===== src/rtl/mips_multicycle_ctrl.sv =====
// mips_multicycle_ctrl
// Multicycle MIPS control unit. Walks each instruction through
// fetch / decode / execute / memory / writeback states and drives the ALU
// control code, ALU operand selects and the datapath enables.
//
// Ports:
//   clk, rst_n          clock (rising edge), asynchronous active-low reset
//   opcode, funct       IR[31:26] and IR[5:0], valid from DECODE onward
//   alu_zero            ALU zero flag, resolves beq
//   alu_overflow        ALU signed overflow flag, traps add/sub/addi
//   mem_ready           memory access completes this cycle
//   alu_ctrl            ALU operation code
//   alu_src_a/b         ALU operand selects
//   pc_src, pc_en       PC source select and load enable
//   iord                memory address select (0=PC, 1=ALUOut)
//   mem_read/mem_write  memory strobes
//   ir_write            IR load enable
//   reg_dst, mem_to_reg register file destination / data selects
//   reg_write           register file write enable
//   ovf_exc, illegal_op registered one-cycle exception pulses
//   state               current state, for debug
module mips_multicycle_ctrl #(
    parameter logic [3:0] ALU_AND  = 4'd0,
    parameter logic [3:0] ALU_OR   = 4'd1,
    parameter logic [3:0] ALU_ADD  = 4'd2,
    parameter logic [3:0] ALU_SUB  = 4'd6,
    parameter logic [3:0] ALU_SLT  = 4'd7,
    parameter logic [3:0] ALU_NOR  = 4'd12,
    parameter bit         TRAP_OVF = 1'b1
) (
    input  logic       clk,
    input  logic       rst_n,
    input  logic [5:0] opcode,
    input  logic [5:0] funct,
    input  logic       alu_zero,
    input  logic       alu_overflow,
    input  logic       mem_ready,
    output logic [3:0] alu_ctrl,
    output logic       alu_src_a,
    output logic [1:0] alu_src_b,
    output logic [1:0] pc_src,
    output logic       pc_en,
    output logic       iord,
    output logic       mem_read,
    output logic       mem_write,
    output logic       ir_write,
    output logic       reg_dst,
    output logic       mem_to_reg,
    output logic       reg_write,
    output logic       ovf_exc,
    output logic       illegal_op,
    output logic [3:0] state
);

    typedef enum logic [3:0] {
        FETCH    = 4'd0,
        DECODE   = 4'd1,
        MEMADR   = 4'd2,
        MEMRD    = 4'd3,
        MEMWB    = 4'd4,
        MEMWR    = 4'd5,
        RTYPE_EX = 4'd6,
        RTYPE_WB = 4'd7,
        ADDI_EX  = 4'd8,
        ADDI_WB  = 4'd9,
        BEQ      = 4'd10,
        JUMP     = 4'd11,
        ILLEGAL  = 4'd12
    } state_e;

    localparam logic [5:0] OP_R    = 6'b000000;
    localparam logic [5:0] OP_LW   = 6'b100011;
    localparam logic [5:0] OP_SW   = 6'b101011;
    localparam logic [5:0] OP_BEQ  = 6'b000100;
    localparam logic [5:0] OP_ADDI = 6'b001000;
    localparam logic [5:0] OP_J    = 6'b000010;

    localparam logic [5:0] FN_ADD = 6'b100000;
    localparam logic [5:0] FN_SUB = 6'b100010;
    localparam logic [5:0] FN_AND = 6'b100100;
    localparam logic [5:0] FN_OR  = 6'b100101;
    localparam logic [5:0] FN_SLT = 6'b101010;
    localparam logic [5:0] FN_NOR = 6'b100111;

    // Returns {valid, alu code} for an R-type funct field.
    function automatic logic [4:0] funct_decode(input logic [5:0] f);
        logic [4:0] r;
        case (f)
            FN_ADD:  r = {1'b1, ALU_ADD};
            FN_SUB:  r = {1'b1, ALU_SUB};
            FN_AND:  r = {1'b1, ALU_AND};
            FN_OR:   r = {1'b1, ALU_OR};
            FN_SLT:  r = {1'b1, ALU_SLT};
            FN_NOR:  r = {1'b1, ALU_NOR};
            default: r = {1'b0, 4'd0};
        endcase
        return r;
    endfunction

    state_e     state_q, state_d;
    logic       ovf_exc_q, ovf_exc_d;
    logic       illegal_op_q, illegal_op_d;
    logic [4:0] fdec_s;
    logic       add_sub_s;
    logic       pc_en_s, ir_write_s, mem_read_s, mem_write_s, reg_write_s;

    assign fdec_s    = funct_decode(funct);
    assign add_sub_s = (funct == FN_ADD) || (funct == FN_SUB);

    // State and exception pulse registers.
    always_ff @(posedge clk or negedge rst_n) begin
        if (!rst_n) begin
            state_q      <= FETCH;
            ovf_exc_q    <= 1'b0;
            illegal_op_q <= 1'b0;
        end else begin
            state_q      <= state_d;
            ovf_exc_q    <= ovf_exc_d;
            illegal_op_q <= illegal_op_d;
        end
    end

    // Next-state logic and Moore output decode (pc_en/ir_write also see inputs).
    always_comb begin
        state_d      = state_q;
        ovf_exc_d    = 1'b0;
        illegal_op_d = 1'b0;
        alu_ctrl     = 4'd0;
        alu_src_a    = 1'b0;
        alu_src_b    = 2'b00;
        pc_src       = 2'b00;
        iord         = 1'b0;
        reg_dst      = 1'b0;
        mem_to_reg   = 1'b0;
        pc_en_s      = 1'b0;
        ir_write_s   = 1'b0;
        mem_read_s   = 1'b0;
        mem_write_s  = 1'b0;
        reg_write_s  = 1'b0;
        case (state_q)
            FETCH: begin
                mem_read_s = 1'b1;
                alu_src_b  = 2'b01;
                alu_ctrl   = ALU_ADD;
                ir_write_s = mem_ready;
                pc_en_s    = mem_ready;
                if (mem_ready) begin
                    state_d = DECODE;
                end else begin
                    state_d = FETCH;
                end
            end
            DECODE: begin
                // Branch target computed speculatively into ALUOut.
                alu_src_b = 2'b11;
                alu_ctrl  = ALU_ADD;
                case (opcode)
                    OP_LW, OP_SW: state_d = MEMADR;
                    OP_R:         state_d = RTYPE_EX;
                    OP_BEQ:       state_d = BEQ;
                    OP_ADDI:      state_d = ADDI_EX;
                    OP_J:         state_d = JUMP;
                    default:      state_d = ILLEGAL;
                endcase
            end
            MEMADR: begin
                alu_src_a = 1'b1;
                alu_src_b = 2'b10;
                alu_ctrl  = ALU_ADD;
                if (opcode == OP_LW) begin
                    state_d = MEMRD;
                end else begin
                    state_d = MEMWR;
                end
            end
            MEMRD: begin
                iord       = 1'b1;
                mem_read_s = 1'b1;
                if (mem_ready) begin
                    state_d = MEMWB;
                end else begin
                    state_d = MEMRD;
                end
            end
            MEMWB: begin
                mem_to_reg  = 1'b1;
                reg_write_s = 1'b1;
                state_d     = FETCH;
            end
            MEMWR: begin
                iord        = 1'b1;
                mem_write_s = 1'b1;
                if (mem_ready) begin
                    state_d = FETCH;
                end else begin
                    state_d = MEMWR;
                end
            end
            RTYPE_EX: begin
                alu_src_a = 1'b1;
                alu_ctrl  = fdec_s[3:0];
                if (!fdec_s[4]) begin
                    state_d = ILLEGAL;
                end else if (TRAP_OVF && add_sub_s && alu_overflow) begin
                    // Trapped overflow skips writeback entirely.
                    state_d   = FETCH;
                    ovf_exc_d = 1'b1;
                end else begin
                    state_d = RTYPE_WB;
                end
            end
            RTYPE_WB: begin
                reg_dst     = 1'b1;
                reg_write_s = 1'b1;
                state_d     = FETCH;
            end
            ADDI_EX: begin
                alu_src_a = 1'b1;
                alu_src_b = 2'b10;
                alu_ctrl  = ALU_ADD;
                if (TRAP_OVF && alu_overflow) begin
                    state_d   = FETCH;
                    ovf_exc_d = 1'b1;
                end else begin
                    state_d = ADDI_WB;
                end
            end
            ADDI_WB: begin
                reg_write_s = 1'b1;
                state_d     = FETCH;
            end
            BEQ: begin
                alu_src_a = 1'b1;
                alu_ctrl  = ALU_SUB;
                pc_src    = 2'b01;
                pc_en_s   = alu_zero;
                state_d   = FETCH;
            end
            JUMP: begin
                pc_src  = 2'b10;
                pc_en_s = 1'b1;
                state_d = FETCH;
            end
            ILLEGAL: begin
                illegal_op_d = 1'b1;
                state_d      = FETCH;
            end
            default: begin
                state_d = FETCH;
            end
        endcase
    end

    // Write/strobe enables are held off combinationally while reset is low,
    // so nothing reaches memory, PC, IR or registers during reset.
    assign pc_en      = pc_en_s & rst_n;
    assign ir_write   = ir_write_s & rst_n;
    assign mem_read   = mem_read_s & rst_n;
    assign mem_write  = mem_write_s & rst_n;
    assign reg_write  = reg_write_s & rst_n;
    assign ovf_exc    = ovf_exc_q;
    assign illegal_op = illegal_op_q;
    assign state      = state_q;

endmodule


===== config.mk =====
export PLATFORM = sky130hd
export DESIGN_NAME = mips_multicycle_ctrl
export DESIGN_NICKNAME = d
export VERILOG_FILES = /design/src/rtl/mips_multicycle_ctrl.sv
export SDC_FILE = /design/constraint.sdc
export NUM_CORES = 1
export LEC_CHECK = 0
export ABC_CLOCK_PERIOD_IN_PS = 1800
export BUFFER_PORTS_ARGS = -buffer_cell sky130_fd_sc_hd__buf_2
export CAP_MARGIN = 10
export CORE_MARGIN = 1
export CORE_UTILIZATION = 39
export DETAILED_ROUTE_END_ITERATION = 8
export GPL_TIMING_DRIVEN = 0
export HOLD_SLACK_MARGIN = 0.03
export PLACE_DENSITY = 0.79
export SETUP_SLACK_MARGIN = 0.2
export SLEW_MARGIN = 20
export SYNTH_ARGS = -nofsm -noshare
export SYNTH_HDL_FRONTEND = slang
export SYNTH_SLANG_ARGS = --single-unit

===== constraint.sdc =====
create_clock -name clk -period 1.8 [get_ports clk]
set_input_delay 0.36 -clock clk [delete_from_list [all_inputs] [get_ports clk]]
set_output_delay 0.36 -clock clk [all_outputs]
set_load 0.005 [all_outputs]

==> results_dict.tcl <==
set metrics [dict create \
    clockBufferDepth 2 \
    root_buffer "clkbuf_4" \
    dr_total_vias 1052 \
    rsz0062_at_grt "true" \
    insertedDiodeCount 0 \
    ys_seq_area_share_pct 20.4 \
    maxCapViolations 0 \
    use_met2_pct 41.7 \
    worstSetupEndpoint "alu_ctrl[2]" \
    dp_hpwl_um 1630 \
    grt_max_degree 11 \
    synth_edf_count 0 \
    gr-usage-met3_pct 3.97 \
    synthCells 101 \
    path_delay_family "simple AND/OR/NAND/NOR gates" \
    netlist_area_um2 737 \
    cp-start-kind "flip-flop" \
    regToRegStartpoint "state[3]$_DFF_PN0_" \
    reg2reg_slack_ps 210 \
    io_pins 40 \
    first_pass_iters 4 \
    syn_area_per_cell_um2 7.30 \
    maxSlewHeadroom_pct 74.1 \
    start_util_pct 42.2 \
    timing.fmax_mhz 507 \
    path_cells "nand3b_1 -> or4b_4 -> o22ai_2 -> buf_2" \
    startpoint "state[3]$_DFF_PN0_" \
    fin_nets 179 \
    crit_buf_inv 1 \
    syn-num-nets 118 \
    busiest_layer "met2" \
    synth_ff_type "dfrtp_1" \
    crit_type "reg -> out" \
    yosys_warnings 0 \
    clkTransAtPathRegs_ps 40 \
    yosysTopAreaCell "dfrtp_1" \
    setup_violations 9 \
    worstPathRequired_ps 1440 \
    fin_ws_ps -174 \
    grt_overflow 0 \
    crit_path_max_fanout 4 \
    grt_usage_pct 24.8 \
    clock_sinks 6 \
    peakVddDrop_uv 459 \
    drt_wl_total_um 2790 \
    min_period_ps 1970 \
    hold_ws_ps 398 \
    violations "negative setup slack" \
    fillers 132 \
    met1_usage_pct 30.1 \
    rows 15 \
    r2r_cells 8 \
    drive_above_1_share_pct 53.8 \
    ant_nets 0 \
    grt_pass1_wl_um 3660 \
    io_buffers 39 \
    worst_ep_arrival_time_ps 1610 \
    regToRegEndpoint "state[3]$_DFF_PN0_" \
    hp-class "in -> reg" \
    power.density_nw_per_um2 1030 \
    drv_slew 0 \
    grt_pass1_vias 866 \
    cp.depth 4 \
    finalHoldViolCount 0 \
    finalInstanceArea_um2 1330 \
    slowest_delay_ps 510 \
    antenna_found_initial 0 \
    period_share_pct 110 \
    clock_latency_ps 250 \
    post_drt_via_cell_ratio 5.69 \
    coreArea_um2 1750 \
    yosys_register_bits 6 \
    finalClockSkew_ps 4.11 \
    drt_iter0_markers 40 \
    yosysUniqueCellTypes 40 \
    synth_top_area_share_pct 20.4 \
    placed_area_um2 981 \
    power_leakage_nw 0.659 \
    cts_made_buffers 3 \
    wire_per_inst_um 15.1 \
    die_area_um2 2070 \
    outcome "finished, violations left" \
    syn_to_final_growth_pct 80.6 \
    cts_tree "yes" \
    pre_cts_ws_ps -78.9 \
    async_reset_ff_share_pct 100 \
    critPathSlowestCell "or4b_4" \
    die_w_um 45.5 \
    die_y_um 45.5 \
    place_congestion 0.921 \
    worst_slew_pin_slew_ps 383 \
    htreeDepth 1 \
    cp-end-kind "primary output" \
    final_util_pct 76.3 \
    drc 0 \
    synth.area.top_cells "dfrtp_1 (20%), nor2_1 (9.2%), nand2b_1 (5.1%)" \
]
[area by class of cell]
class	instances	area [µm²]	area share [%]
well taps	25	31.3	2.35
flip-flops and latches	6	150	11.3
multi-input cells	87	668	50.2
clock buffers	3	22.5	1.69
plain buffers	6	88.8	6.67
inverters	2	7.51	0.564
repair buffers	56	363	27.3
[cell families after synthesis]
group,count (synthesis),share of synthesized area (%)
AND/OR/NAND/NOR,58,44.7
AO/OA/AOI/OAI,24,24.1
buffers and inverters,8,4.59
flip-flops,6,20.4
XOR/XNOR,3,3.57
multiplexers,2,2.72
[Yosys cell counts (3+ instances only)]
cell type  count
nor2_1        18
nand2_1        5
o22ai_1        3
nor2b_1        4
nand2b_1       6
clkbuf_1       5
a21oi_1        3
dfrtp_1        6
nor3_1         4
and3_1         4
[metrics by stage]
| step | power [mW] | TNS (ps) | cells |
|---|---|---|---|
| after detailed placement | 0.851 | -106 | 165 |
| final | 1.38 | -834 | 185 |
| after floorplan | 0.620 | 0 | 101 |
| after global placement | 0.838 | -94.1 | 165 |
| after global routing | 1.46 | -1350 | 185 |
| after CTS | 1.14 | -458 | 175 |
[routing by layer]
layer | wire length, µm | up-vias
met5 | 0 | -
met4 | 23 | 0
met3 | 157 | 4
met2 | 1500 | 58
met1 | 1110 | 490
li1 | - | 500
[registers in the layout (all words and copies together) (netlist names)]
| name | flops |
|---|---|
| illegal_op | 1 |
| state | 4 |
| ovf_exc | 1 |
[worst min-delay path: cells and delay by family]
family / cells / cell delay [ps]
buf+inv: 1 / 110
simple gates: 1 / 80
compound gates: 1 / 60
[worst min path at each step]
stage                       startpoint                   end  slack, ps  cells past startpoint
final                     alu_overflow     ovf_exc$_DFF_PN0_        400                      3
after global placement           rst_n     ovf_exc$_DFF_PN0_        210                      1
after detailed placement         rst_n     ovf_exc$_DFF_PN0_        220                      1
after floorplan                  rst_n  illegal_op$_DFF_PN0_         60                      0
after CTS                 alu_overflow     ovf_exc$_DFF_PN0_        380                      3
after global routing      alu_overflow     ovf_exc$_DFF_PN0_        440                      3
[repair_timing]
item | in CTS | in global routing
hold endpoints to repair | 6 | 0
hold buffers | 1 | 0
pin swaps | 1 | 7
resized for setup | 29 | 24
setup buffers | 6 | 10
endpoints found under the setup margin | 17 | 18
[power breakdown]
part	switching [mW]	internal (mW)
Clock	0.0557	0.0759
Sequential	0.0334	0.170
Combinational	0.505	0.538
Total	0.594	0.784
[layout by cell type, fill, tap and decap left out, drive strengths merged, types with 2 or more instances in the layout]
master  synthesis  layout
dfrtp           6       6
and3            4       4
o21ai           2       2
o211ai          2       2
nor3b           3       3
clkbuf          5       4
nand3           2       2
nand2b          6       6
nor3            4       4
mux2i           2       2
nand2           5       5
o21a            2       2
xnor2           2       2
nand4b          2       2
or4b            2       2
inv             2       2
a221o           2       2
a32oi           2       2
nor2           18      18
a21oi           3       3
buf             1      60
nor2b           4       4
o22ai           3       3
nand3b          2       2
nor4            2       2
Note: power is estimated with default switching activity, not from simulation.
